<file path="config.mk">
export PLATFORM = sky130hd
export DESIGN_NAME = mips_multicycle_seq
export DESIGN_NICKNAME = d
export VERILOG_FILES = /design/src/rtl/mips_multicycle_seq.sv
export SDC_FILE = /design/constraint.sdc
export NUM_CORES = 1
export LEC_CHECK = 0
export CAP_MARGIN = 20
export CORE_MARGIN = 2
export CORE_UTILIZATION = 40
export DETAILED_ROUTE_END_ITERATION = 6
export DONT_BUFFER_PORTS = 1
export GPL_TIMING_DRIVEN = 0
export SLEW_MARGIN = 20
export SYNTH_ARGS = -nofsm -noshare
export SYNTH_HDL_FRONTEND = slang
export SYNTH_SLANG_ARGS = --single-unit
</file>
<file path="constraint.sdc">
create_clock -name clk -period 1.64 [get_ports clk]
set_clock_uncertainty 0.1 [all_clocks]
set_input_delay 0.246 -clock clk [delete_from_list [all_inputs] [get_ports clk]]
set_output_delay 0.246 -clock clk [all_outputs]
set_load 0.005 [all_outputs]
</file>
<file path="src/rtl/mips_multicycle_seq.sv">
// rtl/mips_multicycle_seq.sv - multi-cycle FETCH/DECODE/EXEC/WB sequencer for the MIPS R-type datapath
// Drives imem handshake, ALU select/op, RF write enable and a retired-instruction counter.
module mips_multicycle_seq #(
  parameter int EXEC_CYCLES = 1,
  parameter int CNT_W       = 16
) (
  input  logic             clk,
  input  logic             rst_n,
  input  logic             start,
  input  logic             halt_req,
  output logic             imem_req,
  input  logic             imem_ready,
  input  logic [31:0]      instr,
  output logic             ir_load,
  output logic [3:0]       alu_op,
  output logic             alu_a_sel,
  output logic             rf_we,
  output logic             pc_en,
  output logic             illegal,
  output logic             busy,
  output logic             halted,
  output logic [CNT_W-1:0] retired
);

  localparam logic [2:0] S_IDLE   = 3'd0;
  localparam logic [2:0] S_FETCH  = 3'd1;
  localparam logic [2:0] S_DECODE = 3'd2;
  localparam logic [2:0] S_EXEC   = 3'd3;
  localparam logic [2:0] S_WB     = 3'd4;
  localparam logic [2:0] S_HALT   = 3'd5;

  logic [2:0]       state;
  logic [5:0]       ir_op;
  logic [5:0]       ir_func;
  logic             halt_flag;
  logic [3:0]       exec_cnt;
  logic             we_r;
  logic             ill_r;
  logic [3:0]       alu_op_r;
  logic             a_sel_r;
  logic [CNT_W-1:0] ret_r;

  // Only the opcode and function fields of the instruction are ever decoded.
  always_ff @(posedge clk or negedge rst_n) begin
    if (!rst_n) begin
      state     <= S_IDLE;
      ir_op     <= '0;
      ir_func   <= '0;
      halt_flag <= 1'b0;
      exec_cnt  <= '0;
      we_r      <= 1'b0;
      ill_r     <= 1'b0;
      alu_op_r  <= '0;
      a_sel_r   <= 1'b0;
      ret_r     <= '0;
    end else begin
      if (halt_req && busy) halt_flag <= 1'b1;
      case (state)
        S_IDLE: begin
          if (start) state <= S_FETCH;
        end
        S_FETCH: begin
          if (imem_ready) begin
            ir_op   <= instr[31:26];
            ir_func <= instr[5:0];
            state   <= S_DECODE;
          end
        end
        S_DECODE: begin
          if (ir_op != 6'd0) begin
            ill_r    <= 1'b1;
            we_r     <= 1'b0;
            alu_op_r <= '0;
            a_sel_r  <= 1'b0;
            state    <= S_WB;
          end else begin
            ill_r    <= 1'b0;
            we_r     <= (ir_func != 6'd14);
            alu_op_r <= ir_func[3:0];
            a_sel_r  <= (ir_func[5:2] == 4'b0010);
            exec_cnt <= 4'(EXEC_CYCLES - 1);
            state    <= S_EXEC;
          end
        end
        S_EXEC: begin
          if (exec_cnt == 4'd0) state <= S_WB;
          else exec_cnt <= exec_cnt - 4'd1;
        end
        S_WB: begin
          ret_r <= ret_r + 1'b1;
          // A request arriving in WB still lets this instruction finish first.
          if (halt_flag || halt_req) begin
            halt_flag <= 1'b0;
            state     <= S_HALT;
          end else begin
            state <= S_FETCH;
          end
        end
        S_HALT: begin
          if (start) state <= S_FETCH;
        end
        default: state <= S_IDLE;
      endcase
    end
  end

  assign imem_req  = (state == S_FETCH);
  assign ir_load   = (state == S_FETCH) && imem_ready;
  assign alu_op    = alu_op_r;
  assign alu_a_sel = a_sel_r;
  assign rf_we     = (state == S_WB) && we_r;
  assign pc_en     = (state == S_WB);
  assign illegal   = (state == S_WB) && ill_r;
  assign busy      = (state != S_IDLE) && (state != S_HALT);
  assign halted    = (state == S_HALT);
  assign retired   = ret_r;

endmodule
</file>
; Yosys cells after proc, flatten, opt, wreduce, memory -nomap -nowiden
; Index checks and enable logic that the tools add are counted.
; W data, S select, Z words.
[totals]
regBits = 43
latchBits = 0
ram_bits = 0
mem_bits_ro = 0
out_inout_bits = 28
word_cells = 56
n_memories = 0
[op_classes]
addsub = 2
n_mul = 0
div = 0
magnitude_cmp = 0
eq_ne = 13
shifts = 0
muxes = 16
bitwise_logic = 0
reduce_logical = 15
[ops]
columns = cell, n
row1 = $add A16 B1 Y16 const B, 1
row2 = $mux W3, 5
row3 = $pmux W3 S5, 1
row4 = $mux W4, 3
row5 = $pmux W4 S2, 1
row6 = $eq A3 B2 Y1 const B, 2
row7 = $eq A3 B3 Y1 const B, 2
row8 = $mux W1, 6
row9 = $ne A2 B2 Y1 const B, 3
row10 = $ne A6 B4 Y1 const B, 1
row11 = $reduce_and A3 Y1, 2
row12 = $reduce_bool A6 Y1, 1
row13 = $logic_and A1 B1 Y1, 5
row14 = $eq A4 B2 Y1 const B, 1
row15 = $logic_not A4 Y1, 1
row16 = $ne A2 B1 Y1 const B, 2
row17 = $sub A4 B1 Y4 const B, 1
row18 = $eq A3 B1 Y1 const B, 1
row19 = $logic_not A3 Y1, 1
row20 = $ne A3 B3 Y1 const B, 1
row21 = $reduce_bool A3 Y1, 1
row22 = $reduce_and A2 Y1, 1
row23 = $reduce_bool A2 Y1, 1
row24 = $reduce_or A2 Y1, 1
row25 = $logic_or A1 B1 Y1, 1

; Longest topological paths before layout
[depth]
ltp_word = 6
mapped_depth = 6

; Worst setup path after synthesis
; Ideal clock, no wire load.
[synth_timing]
kind = flip-flop to flip-flop
startpoint = register ir_op[1]
endpoint = register exec_cnt[0]
setup_time_ns = 0.122
t_arrival_ns = 1.432
required_ns = 1.418
setup_slack_ns = -0.015
path_stages_with_launch = 5
path_cell_list = dfrtp_1 -> or4_4 -> nor4_4 -> nand3b_1 -> o21ai_1
[synth_via]
elab_chain_cells = 3
[synth_rtl]
columns = element, line
row1 = from (decl), 33  ; logic [5:0] ir_op;
row2 = from (signal assigned), 64  ; ir_op <= instr[31:26];
row3 = $reduce_bool A6 Y1, 70  ; if (ir_op != 6'd0) begin
row4 = $ne A2 B2 Y1 (no source line), -
row5 = $reduce_and A3 Y1 (no source line), -
row6 = to (signal assigned), 81  ; exec_cnt <= 4'(EXEC_CYCLES - 1);
row7 = to (signal assigned), 87  ; else exec_cnt <= exec_cnt - 4'd1;
row8 = to (decl), 36  ; logic [3:0] exec_cnt;
; Every way passes these cells.
; A chain may end at the register's enable or synchronous reset.

; Worst setup path after layout
[layout_timing]
startpoint = register ir_op[0]
endpoint = register exec_cnt[0]
; Same word-level chain as after synthesis.

==> impl_metrics.toml <==
[outcome]
outcome = "finished with violations"
violations = "setup timing"

[global_route]
globalRoute.totalOverflow = 0
grt_use_total_pct = 15.69
antenna_found_initial = 0
grt_max_degree = 44
grt_pass1_wl_um = 6720
grt_pass1_vias = 1479

[die]
start_util_pct = 40.69
die_x_um = 75.63
rows = 26
pin_count = 65
die_h_um = 75.63
dieArea_mm2 = 0.005719
core_area_mm2 = 0.005042

[pwr]
pwr-share-seq_pct = 43.7
ir_drop_mv = 0.8663
switchingPower_uw = 1218
combPwrFrac_pct = 33.5
p_per_area_mw_per_mm2 = 1368
clkPwrFrac_pct = 22.8
power_switching_share_pct = 32.66
p_leak_uw = 0.001232
power_uw = 3730
p_int_uw = 2511

[critical_path]
worstPathCellList = "or4_4, nor4_4, buf_4, nand3b_1, o21ai_1"
crit_slowest_cell = "or4_4"
cpPeakStageDelay_ns = 0.57
crit_fanout = 4
crit_type = "flip-flop to flip-flop"
critical_path_arrival_ns = 1.86
crit_path_end_kind = "flip-flop"
required_ns = 1.72
crit_buf_inv = 1
cp-start-kind = "flip-flop"
crit_family = "simple AND/OR/NAND/NOR gates"

[logic_synthesis]
post_synth.cell_area_avg_um2 = 11.53
synth-compound-area-share_pct = 4.512
synthMuxAreaShare_pct = 8.232
synth_area_leaders = "dfrtp_1 (52%), mux2_1 (7.7%), xnor2_1 (4.7%)"
seq_area_frac_synth_pct = 52.44
ys.warnings.count = 0
synth_common_cells = "dfrtp_1 (43), nand2_1 (20), mux2_1 (14)"
ys_ff_latch = 43
synth_top_family_by_area = "simple AND/OR/NAND/NOR gates"
yosysMostFrequentCell = "dfrtp_1"
ys.flop_type = "dfrtp_1"
synth_cell_types = 40
synth-xor-area-share_pct = 7.256
synth_fa_ha_area_share_pct = 1.829
synth.cell_area_mm2 = 0.002052
async_flop_share_pct = 100.0
synth_area_leader_cell = "dfrtp_1"
yosys.area_share.simple_pct = 22.26
syn_nets = 218
synth_edf_count = 0
syn_inst = 178
synth.top_cell.area_share_pct = 52.44

[place]
gp_congestion = 0.7550
dp_hpwl_um = 2875
io_buffers = 0
place_inst = 248

[cells_and_area]
areaGrowthSynthToFinish_pct = 32.87
postLayoutCoreUtil_pct = 54.07
drive_above_1_share_pct = 30.00
fill_cells = 449
fin_cells = 290
nets = 259
n_antenna_cell = 0

[clocking]
clockBufferDepth = 2
numCtsBuffers = 5
cts_tree = "done"
clk_pin_slew_ns = 0.08
htreeDepth = 2
cts_sinks = 43
root_buffer = "clkbuf_8"
clock_latency_ns = 0.30

[sta]
slew_headroom_pct = 70.59
rsz0062_at_grt = "true"
finalHoldViolations = 0
whs_ns = 0.04208
worst_pin_slew_ns = 0.4388
min_period_ns = 1.779
drv_slew = 0
fin_crit_sh_pct = 108.5
finalSetupTns_ns = -1.491
setup_viol = 24
fmax_mhz = 562.1
fin_ws_ns = -0.1390

[drt]
vias = 1486
via_per_inst = 5.124
drt_iter0_markers = 39
wl_per_cell_um = 14.84
drc = 0
drt.antenna.violating_nets = 0
wirelength_um = 4304
detail_route.first_pass.iterations = 4

[hold_path]
hold_path_class = "primary input to flip-flop"

[run]
drv_cap = 0
## through the flow
stage | area, um^2 | worst slack [ns]
3_3_place_gp | 2140 | -0.1725
6_report | 2726 | -0.1390
5_1_grt | 2726 | -0.2085
4_1_cts | 2549 | -0.1759
2_1_floorplan | 2052 | -0.01472
3_5_place_dp | 2140 | -0.2032
## cell type report
cell class	instances	area, um^2	share of cell area [%]
flip-flops and latches	43	1076	39.47
multi-input cells	124	1015	37.22
repair buffers	34	336.6	12.35
well taps	70	87.58	3.212
clock buffers	6	82.58	3.029
plain buffers	5	56.30	2.065
clock inverters	2	35.03	1.285
inverters	5	26.28	0.9637
repair inverters	1	11.26	0.4130
## cell usage in the layout (no fill, tap or decap), drive strengths merged, types with 4 or more instances in the layout
cell type	netlist	routed
and3	4	4
buf	6	25
clkbuf	0	6
dfrtp	43	43
dlygate4sd3	0	14
inv	4	5
mux2	15	15
nand2	20	20
nand3	10	10
nand4	9	9
nor2	12	12
nor3	4	4
o21ai	6	6
xnor2	11	11
xor2	6	6
## logic make-up after synthesis
group           Yosys count
compound gates           14
xor+xnor                 17
fa+ha+maj                 3
buf+inv                  11
flops                    43
mux                      15
simple gates             75
## path summary, 6_finish.rpt
kind	from	end	slack, ns	cells after the start
hold / removal	start	state[2]	0.04	2
setup reg to reg	ir_op[0]	exec_cnt[0]	-0.14	5
min in group asynchronous	rst_n	halt_flag	0.30	2
max in group asynchronous	rst_n	retired[12]	0.92	2
setup / recovery	ir_op[0]	exec_cnt[0]	-0.14	5
hold reg to reg	ir_op[2]	ir_op[2]	0.39	1
## routing by layer
metal  vias to the layer above  routed length (um)  track usage (%)
met3                         6                 236            5.159
met2                        45                2238            28.60
met1                       729                1773            17.56
li1                        706                   -                -
met4                         0                  55            4.094
met5                         -                   0                0
## timing repair
| item | 4_1_cts | 5_1_grt |
|---|---|---|
| gates cloned | 2 | 0 |
| hold buffers | 15 | 0 |
| setup buffers | 10 | 9 |
| gates resized for setup | 15 | 21 |
| endpoints found under the setup margin | 34 | 35 |
| hold endpoints to repair | 56 | 0 |
| pin swaps | 12 | 10 |
## power groups by stage
stage	Clock (uW)	Sequential [uW]	Combinational, uW
after global routing	921	1680	1370
after global placement	0	1620	812
after floorplan	0	1560	717
final	850	1630	1250
after detailed placement	0	1640	846
after CTS	874	1630	1020
## registers in the layout, indices dropped and copies added (netlist names)
| register | flops |
|---|---|
| exec_cnt | 4 |
| alu_op | 4 |
| alu_a_sel | 1 |
| we_r | 1 |
| state | 3 |
| ill_r | 1 |
| retired | 16 |
| ir_func | 6 |
| ir_op | 6 |
| halt_flag | 1 |
(Power assumes the default switching activity.)
